<file path="src/rtl/mips_ctrl_pkg.sv">
// mips_ctrl_pkg: shared encodings for the multi-cycle MIPS main control unit.
//   - opcode constants (instr[31:26])
//   - ALUop codes driven to the ALU control
//   - FSM state encoding (also exported on the debug state port)
//   - datapath mux select constants
//   - helper to map an immediate opcode to its ALU operation
package mips_ctrl_pkg;

    // Opcodes
    localparam logic [5:0] OP_RTYPE = 6'b000000;
    localparam logic [5:0] OP_LW    = 6'b100011;
    localparam logic [5:0] OP_SW    = 6'b101011;
    localparam logic [5:0] OP_BEQ   = 6'b000100;
    localparam logic [5:0] OP_BNE   = 6'b000101;
    localparam logic [5:0] OP_J     = 6'b000010;
    localparam logic [5:0] OP_JAL   = 6'b000011;
    localparam logic [5:0] OP_ADDI  = 6'b001000;
    localparam logic [5:0] OP_ANDI  = 6'b001100;
    localparam logic [5:0] OP_ORI   = 6'b001101;
    localparam logic [5:0] OP_SLTI  = 6'b001010;

    // ALUop codes
    localparam logic [2:0] ALU_ADD   = 3'b000;
    localparam logic [2:0] ALU_SUB   = 3'b001;
    localparam logic [2:0] ALU_FUNCT = 3'b010;
    localparam logic [2:0] ALU_AND   = 3'b011;
    localparam logic [2:0] ALU_OR    = 3'b100;
    localparam logic [2:0] ALU_SLT   = 3'b101;

    // FSM states
    localparam logic [3:0] IDLE      = 4'd0;
    localparam logic [3:0] FETCH     = 4'd1;
    localparam logic [3:0] DECODE    = 4'd2;
    localparam logic [3:0] MEM_ADDR  = 4'd3;
    localparam logic [3:0] MEM_READ  = 4'd4;
    localparam logic [3:0] MEM_WB    = 4'd5;
    localparam logic [3:0] MEM_WRITE = 4'd6;
    localparam logic [3:0] R_EXEC    = 4'd7;
    localparam logic [3:0] R_WB      = 4'd8;
    localparam logic [3:0] BRANCH    = 4'd9;
    localparam logic [3:0] JUMP      = 4'd10;
    localparam logic [3:0] I_EXEC    = 4'd11;
    localparam logic [3:0] I_WB      = 4'd12;
    localparam logic [3:0] ILLEGAL   = 4'd13;

    // aluSrcB selects
    localparam logic [1:0] SRCB_RT     = 2'b00;
    localparam logic [1:0] SRCB_FOUR   = 2'b01;
    localparam logic [1:0] SRCB_IMM    = 2'b10;
    localparam logic [1:0] SRCB_IMM_SH = 2'b11;

    // memToReg selects
    localparam logic [1:0] MTR_ALUOUT = 2'b00;
    localparam logic [1:0] MTR_MDR    = 2'b01;
    localparam logic [1:0] MTR_PC     = 2'b10;

    // regDest selects
    localparam logic [1:0] RDST_RT = 2'b00;
    localparam logic [1:0] RDST_RD = 2'b01;
    localparam logic [1:0] RDST_RA = 2'b10;

    // pcSource selects
    localparam logic [1:0] PCSRC_ALU    = 2'b00;
    localparam logic [1:0] PCSRC_ALUOUT = 2'b01;
    localparam logic [1:0] PCSRC_JUMP   = 2'b10;

    function automatic logic [2:0] immAluOp(input logic [5:0] op);
        case (op)
            OP_ANDI: immAluOp = ALU_AND;
            OP_ORI:  immAluOp = ALU_OR;
            OP_SLTI: immAluOp = ALU_SLT;
            default: immAluOp = ALU_ADD;
        endcase
    endfunction

endpackage

</file>
<file path="src/rtl/multi_cycle_ctr.sv">
// multi_cycle_ctr: multi-cycle MIPS main control FSM.
// Sequences each instruction through FETCH/DECODE/EXEC/MEM/WB and drives the datapath enables.
// Ports:
//   clk, reset_n       rising-edge clock, asynchronous active-low reset
//   opCode             instr[31:26] from the IR, latched in DECODE
//   memReady           memory finishes the current access this cycle
//   pcWrite..pcSource  datapath control (see mips_ctrl_pkg for encodings)
//   illegalOp          one-cycle pulse on an unsupported opcode
//   state              current FSM state, for debug
module multi_cycle_ctr
    import mips_ctrl_pkg::*;
#(
    parameter bit MEM_HANDSHAKE = 1'b1,
    parameter bit ENABLE_IMM    = 1'b1,
    parameter bit ENABLE_JAL    = 1'b1
) (
    input  logic       clk,
    input  logic       reset_n,
    input  logic [5:0] opCode,
    input  logic       memReady,
    output logic       pcWrite,
    output logic       pcWriteCond,
    output logic       branchNe,
    output logic       iorD,
    output logic       irWrite,
    output logic       memRead,
    output logic       memWrite,
    output logic [1:0] memToReg,
    output logic [1:0] regDest,
    output logic       regWrite,
    output logic       aluSrcA,
    output logic [1:0] aluSrcB,
    output logic       extZero,
    output logic [2:0] ALUop,
    output logic [1:0] pcSource,
    output logic       illegalOp,
    output logic [3:0] state
);

    logic [3:0] stateReg;
    logic [3:0] stateNext;
    logic [5:0] opReg;
    logic       ready;

    assign ready = MEM_HANDSHAKE ? memReady : 1'b1;
    assign state = stateReg;

    always_ff @(posedge clk or negedge reset_n) begin
        if (!reset_n) begin
            stateReg <= IDLE;
            opReg    <= '0;
        end else begin
            stateReg <= stateNext;
            if (stateReg == DECODE) begin
                opReg <= opCode;
            end
        end
    end

    always_comb begin
        stateNext   = stateReg;
        pcWrite     = 1'b0;
        pcWriteCond = 1'b0;
        branchNe    = 1'b0;
        iorD        = 1'b0;
        irWrite     = 1'b0;
        memRead     = 1'b0;
        memWrite    = 1'b0;
        memToReg    = MTR_ALUOUT;
        regDest     = RDST_RT;
        regWrite    = 1'b0;
        aluSrcA     = 1'b0;
        aluSrcB     = SRCB_RT;
        extZero     = 1'b0;
        ALUop       = ALU_ADD;
        pcSource    = PCSRC_ALU;
        illegalOp   = 1'b0;

        case (stateReg)
            IDLE: stateNext = FETCH;
            FETCH: begin
                memRead = 1'b1;
                aluSrcB = SRCB_FOUR;
                // IR/PC load only on the cycle the memory returns the word
                if (ready) begin
                    irWrite   = 1'b1;
                    pcWrite   = 1'b1;
                    stateNext = DECODE;
                end
            end
            DECODE: begin
                aluSrcB = SRCB_IMM_SH;
                // Branch target computed speculatively; next state from the live opcode
                case (opCode)
                    OP_RTYPE:                           stateNext = R_EXEC;
                    OP_LW, OP_SW:                       stateNext = MEM_ADDR;
                    OP_BEQ, OP_BNE:                     stateNext = BRANCH;
                    OP_J:                               stateNext = JUMP;
                    OP_JAL:                             stateNext = ENABLE_JAL ? JUMP : ILLEGAL;
                    OP_ADDI, OP_ANDI, OP_ORI, OP_SLTI:  stateNext = ENABLE_IMM ? I_EXEC : ILLEGAL;
                    default:                            stateNext = ILLEGAL;
                endcase
            end
            MEM_ADDR: begin
                aluSrcA   = 1'b1;
                aluSrcB   = SRCB_IMM;
                stateNext = (opReg == OP_SW) ? MEM_WRITE : MEM_READ;
            end
            MEM_READ: begin
                memRead = 1'b1;
                iorD    = 1'b1;
                if (ready) stateNext = MEM_WB;
            end
            MEM_WB: begin
                memToReg  = MTR_MDR;
                regDest   = RDST_RT;
                regWrite  = 1'b1;
                stateNext = FETCH;
            end
            MEM_WRITE: begin
                memWrite = 1'b1;
                iorD     = 1'b1;
                if (ready) stateNext = FETCH;
            end
            R_EXEC: begin
                aluSrcA   = 1'b1;
                aluSrcB   = SRCB_RT;
                ALUop     = ALU_FUNCT;
                stateNext = R_WB;
            end
            R_WB: begin
                regDest   = RDST_RD;
                regWrite  = 1'b1;
                stateNext = FETCH;
            end
            BRANCH: begin
                aluSrcA     = 1'b1;
                ALUop       = ALU_SUB;
                pcWriteCond = 1'b1;
                pcSource    = PCSRC_ALUOUT;
                branchNe    = (opReg == OP_BNE);
                stateNext   = FETCH;
            end
            JUMP: begin
                pcWrite  = 1'b1;
                pcSource = PCSRC_JUMP;
                if (opReg == OP_JAL) begin
                    regWrite = 1'b1;
                    regDest  = RDST_RA;
                    memToReg = MTR_PC;
                end
                stateNext = FETCH;
            end
            I_EXEC: begin
                aluSrcA   = 1'b1;
                aluSrcB   = SRCB_IMM;
                ALUop     = immAluOp(opReg);
                extZero   = (opReg == OP_ANDI) || (opReg == OP_ORI);
                stateNext = I_WB;
            end
            I_WB: begin
                // ALU result must stay valid while it is written back
                ALUop     = immAluOp(opReg);
                extZero   = (opReg == OP_ANDI) || (opReg == OP_ORI);
                regDest   = RDST_RT;
                regWrite  = 1'b1;
                stateNext = FETCH;
            end
            ILLEGAL: begin
                illegalOp = 1'b1;
                stateNext = FETCH;
            end
            default: stateNext = IDLE;
        endcase
    end

endmodule

</file>
<file path="config.mk">
export PLATFORM = sky130hd
export DESIGN_NAME = multi_cycle_ctr
export DESIGN_NICKNAME = d
export VERILOG_FILES = /design/src/rtl/mips_ctrl_pkg.sv /design/src/rtl/multi_cycle_ctr.sv
export SDC_FILE = /design/constraint.sdc
export NUM_CORES = 1
export LEC_CHECK = 0
export BUFFER_PORTS_ARGS = -buffer_cell sky130_fd_sc_hd__buf_4
export CORE_MARGIN = 2
export CORE_UTILIZATION = 43
export CTS_BUF_LIST = sky130_fd_sc_hd__clkbuf_16
export CTS_CLUSTER_SIZE = 14
export DETAILED_ROUTE_END_ITERATION = 10
export GPL_TIMING_DRIVEN = 0
export MAX_ROUTING_LAYER = met4
export PLACE_DENSITY_LB_ADDON = 0.05
export SKIP_CTS_REPAIR_TIMING = 1
export SLEW_MARGIN = 0
export SYNTH_ARGS = -nofsm -noshare
export SYNTH_HDL_FRONTEND = slang
export SYNTH_SLANG_ARGS = --single-unit
</file>
<file path="constraint.sdc">
create_clock -name clk -period 1.5 [get_ports clk]
set_input_delay 0.225 -clock clk [delete_from_list [all_inputs] [get_ports clk]]
set_output_delay 0.225 -clock clk [all_outputs]
set_load 0.1 [all_outputs]
</file>
==> run summary, run 1 <==
====================================================================================
Post-synth EDFFs                                                                   0
Main synth FF type                                                      sky130_fd_sc_hd__dfrtp_1
DIE WIDTH                                                                   49.10 um
Number of flip-flops and latches in the synthesized netlist                       10
Ys Warns                                                                           0
Maximum number of pins on one net before global-route repair                      11
Synth Net Count                                                                  117
Num CTS Buffers                                                                    3
Proportion of synthesized flip-flops having asynchronous set or reset         100.0%
Worst EP Category                                                       primary output
Initial standard-cell utilization of the core                                 45.04%
Post-synth cell types                                                             38
Average footprint of a synthesized cell                                   8.098 um^2
Tool error                                                              [ERROR DPL-0038] Utilization greater than 100%, impossible to legalize
Max Root-Sink Buffers                                                              2
Gpl congestion                                                                0.7940
Vert. Die Dim                                                               49.10 um
Cells after synthesis                                                            108
Sequential share of the synthesized area                                      28.61%
Clock sink count                                                                  10
Critical endpoint after global-route timing repair                          ALUop[0]
Result of the run                                                       did not finish
Cell area after synthesis                                                 874.6 um^2
Hpwl dp                                                                      1938 um
Clk Tree Root Cell                                                      sky130_fd_sc_hd__clkbuf_16
CTS H-Tree Depth                                                                   1
Count of buffers inserted at the top-level ports                                  33
Stage where the flow stopped                                            global routing (5_1_grt)
Number of cell rows                                                               16
# IOs                                                                             35
====================================================================================
through the flow:
| step | utilization (%) | instances | cell area [um^2] | setup slack, ns |
|---|---|---|---|---|
| detailed placement | 75.32 | 168 | 1463 | -0.5844 |
| CTS | 79.38 | 172 | 1541 | -0.8457 |
| global placement | 75.32 | 168 | 1463 | -0.5621 |
| floorplan | - | 108 | 1181 | -0.9765 |
cells by family after synthesis:
family                    synth area share [%]
AOI/OAI and AO/OA                        22.18
xor gates and xnor gates                 1.002
buffers and inverters                    6.580
DFF                                      28.61
muxes                                    8.869
and+or+nand+nor                          32.76
cells in the mapped netlist (2+ instances only):
master                     number  area, um^2
sky130_fd_sc_hd__a21boi_0       3       22.52
sky130_fd_sc_hd__a21oi_1        5       25.02
sky130_fd_sc_hd__buf_4          4       30.03
sky130_fd_sc_hd__clkbuf_1       4       15.01
sky130_fd_sc_hd__dfrtp_1       10       250.2
sky130_fd_sc_hd__inv_1          2       7.510
sky130_fd_sc_hd__mux2_1         2       22.52
sky130_fd_sc_hd__mux2_2         4       45.04
sky130_fd_sc_hd__nand2_1        4       15.01
sky130_fd_sc_hd__nand2b_1       6       37.54
sky130_fd_sc_hd__nand3_1        4       20.02
sky130_fd_sc_hd__nand3b_1       2       15.01
sky130_fd_sc_hd__nand4b_1       3       26.28
sky130_fd_sc_hd__nor2_1        16       60.06
sky130_fd_sc_hd__nor2b_1        4       25.02
sky130_fd_sc_hd__nor3_1         7       35.03
sky130_fd_sc_hd__nor4_1         2       12.51
sky130_fd_sc_hd__o21a_1         2       15.01
sky130_fd_sc_hd__o21ai_0        4       20.02
sky130_fd_sc_hd__o32ai_1        2       17.52
==> inputs of run 2 (changes only) <==
Settings changed: CORE_AREA set to 2 2 63 65, CORE_MARGIN 2 to not set, CORE_UTILIZATION 43 to not set, CTS_BUF_LIST sky130_fd_sc_hd__clkbuf_16 to not set, CTS_CLUSTER_SIZE 14 to not set, DIE_AREA set to 0 0 65 67, MAX_ROUTING_LAYER met4 to not set, PLACE_DENSITY_LB_ADDON 0.05 to 0.15.
Clock period 1.5 ns to 1.95 ns, I/O delays scaled along.
==> run summary, run 2 <==
===========================================================================================
Result of the run                                                              complete, but fails checks   was did not finish
Failing checks                                                                 setup timing
Area of the die                                                                   4355 um^2
Number of flip-flops and latches in the synthesized netlist                              10   unchanged
Area share of the largest cell type after synthesis                                  28.61%   unchanged
Synthesis-to-finish area growth                                                      114.3%
Routed wire length                                                                  2785 um
Proportion of synthesized flip-flops having asynchronous set or reset                100.0%   unchanged
# diodes                                                                                  0
Met2 track utilization from global routing                                           19.72%
Setup repair after global routing missed its margin                                    true
Largest delay contributor family on the critical path                            flip-flops
Clock latency on the worst-skew pair                                                0.23 ns
Setup ws final                                                                  -0.08014 ns
Post-synth cell types                                                                    38   unchanged
Core Region                                                                       3606 um^2
Gpl congestion                                                                       0.7539   was 0.7940
GR met1 Demand/Resource                                                              17.09%
First-pass GRT wire length                                                          4209 um
NumNets Final                                                                           170
# IOs                                                                                    35   unchanged
Worst slack, placed                                                              -0.2626 ns   was -0.5844 ns
Path type of the worst setup path                                                   reg2out
Clk Tree Root Cell                                                             sky130_fd_sc_hd__clkbuf_8   was sky130_fd_sc_hd__clkbuf_16
FF-to-FF path depth                                                                       5
Hpwl dp                                                                             2042 um   was 1938 um
Most repeated cell in the gate-level netlist after synthesis                   sky130_fd_sc_hd__nor2_1   unchanged
Crit-path max FO                                                                          5
Cells taking the most area after synthesis                                     sky130_fd_sc_hd__dfrtp_1, sky130_fd_sc_hd__nor2_1, sky130_fd_sc_hd__mux2_2   unchanged
Number of design-rule violations left by the first detailed-router iteration             38
Top cells by count, synth                                                      sky130_fd_sc_hd__nor2_1, sky130_fd_sc_hd__dfrtp_1, sky130_fd_sc_hd__nor3_1   unchanged
DIE WIDTH                                                                             65 um   was 49.10 um
Vias/cell                                                                             4.904
Sequential share of the synthesized area                                             28.61%   unchanged
Number of max-slew violations in the final report                                         0
Vert. Die Dim                                                                         67 um   was 49.10 um
Required time of the critical path                                                  1.66 ns
Hold Path Stages                                                                          2
Routed Antenna Nets                                                                       0
Maximum achievable frequency                                                     0.4926 GHz
Hold/Removal Path Class                                                              in2reg
Vias post-DR                                                                          1,020
Worst-path cell with the longest stage delay                                   sky130_fd_sc_hd__dfrtp_4
Number of cell rows                                                                      22   was 16
Clock sink count                                                                         10   unchanged
Buf/Inv on CP                                                                             2
Cells after synthesis                                                                   108   unchanged
Average footprint of a synthesized cell                                          8.098 um^2   unchanged
Register with the most flip-flops                                                     opReg
CTS H-Tree Depth                                                                          1   unchanged
Time the worst path needs with I/O delays and setup                                2.030 ns
Max Root-Sink Buffers                                                                     2   unchanged
Global-route met3 utilization                                                        1.858%
Maximum number of pins on one net before global-route repair                             11
Number of maximum-capacitance constraint violations                                       0
Total stage count of the critical path                                                    6
Antenna violations before repair                                                          0
Share of the cycle needed by the critical path after routing                         104.1%
Max Clock Skew                                                                  0.001910 ns
Clk pin slew, worst setup/hold paths                                                0.05 ns
Synth Net Count                                                                         117   unchanged
Final setup violation count                                                               3
TritonCTS clock tree                                                                    yes
Number of design rule violations left after detail routing                                0
Arrival time of the worst setup path                                                1.74 ns
Initial DRT Pass Iterations                                                               4
Main synth FF type                                                             sky130_fd_sc_hd__dfrtp_1   unchanged
Critical Path Max Stage Delay                                                       0.49 ns
Cell area after synthesis                                                        874.6 um^2   unchanged
Count of buffers inserted at the top-level ports                                         33   unchanged
Cell breakdown of the critical path                                            nand2b_4 -> o21ai_2 -> nand4_1 -> buf_6 -> o32ai_4 -> buf_12
Layout cell share with drive strength beyond 1                                       66.88%
Worst slew margin relative to its limit                                              70.37%
Post-synth EDFFs                                                                          0   unchanged
Measured slew at the worst slew-check pin                                         0.4444 ns
Startpoint Class                                                                   register
Initial standard-cell utilization of the core                                        24.25%   was 45.04%
Ys Warns                                                                                  0   unchanged
Global routing usage summed across all routing layers                                12.53%
Flip-flop count of the largest register, all copies and words added                       6
Highest-count cells in the layout ignoring fill and taps                       sky130_fd_sc_hd__buf_4, sky130_fd_sc_hd__buf_12, sky130_fd_sc_hd__nor2_4, sky130_fd_sc_hd__buf_6, sky130_fd_sc_hd__nor3_4
Num CTS Buffers                                                                           3   unchanged
Peak-usage layer in the global routing report                                          met2
Wire length per cell                                                               13.39 um
Most common cell after layout, fill and taps aside                             sky130_fd_sc_hd__buf_4
Overflow left after global routing                                                        0
Via count of the first global-routing pass                                              861
Setup crit end kind                                                            primary output
Cell type with the largest total area after synthesis                          sky130_fd_sc_hd__dfrtp_1   unchanged
Number of endpoints with negative hold slack in the final report                          0
===========================================================================================
[run 2: cell counts after synthesis]
Identical to the previous run, type by type.
[run 2: final cells by class]
type / count / area, um^2
Timing Repair Buffer: 48 / 500.5
Clock buffer: 4 / 55.05
Fill cell: 322 / 1732
Inverter: 2 / 11.26
Tap cell: 48 / 60.06
Buffer: 8 / 102.6
Sequential cell: 10 / 267.8
Multi-Input combinational cell: 88 / 877.1
[run 2: per-layer routing]
layer,vias to the layer above,wire length [um]
li1,506,-
met1,479,1233
met2,29,1385
met3,6,124
met4,0,41
met5,-,0
[run 2: stage by stage]
step / hold slack [ns] / util, % / instance area, um^2 / instances / setup TNS (ns)
2_1_floorplan: -0.003091 / - / 1157 / 108 / -5.329
3_3_place_gp: 0.1353 / 40.63 / 1465 / 189 / -0.6650
3_5_place_dp: 0.1337 / 40.63 / 1465 / 189 / -0.7329
4_1_cts: -0.1178 / 42.16 / 1520 / 193 / -3.724
5_1_grt: 0.3286 / 51.98 / 1874 / 208 / -0.4765
6_report: 0.3227 / 51.98 / 1874 / 208 / -0.1833
[run 2: path summary, 6_finish.rpt]
path | from | end | slack, ns
setup / recovery | state[0] | ALUop[0] | -0.08
hold / removal | memReady | state[1] | 0.32
setup reg to reg | state[0] | opReg[2] | 0.17
hold reg to reg | opReg[4] | opReg[4] | 0.53
max in group asynchronous | reset_n | state[1] | 1.35
min in group asynchronous | reset_n | state[2] | 0.43
[run 2: kinds of logic (layout without fill, tap and decap cells)]
logic type / Yosys count / after routing / synth area share (%)
AO/OA/AOI/OAI: 27 / 27 / 22.18
XOR/XNOR: 1 / 1 / 1.002
buffers and inverters: 11 / 62 / 6.580
flip-flops: 10 / 10 / 28.61
multiplexers: 7 / 7 / 8.869
AND/OR/NAND/NOR: 52 / 53 / 32.76
Power of run 2 is left out: the tool's default activity adds up to more than one toggle a clock period on the data nets, which glitch-free logic cannot reach.
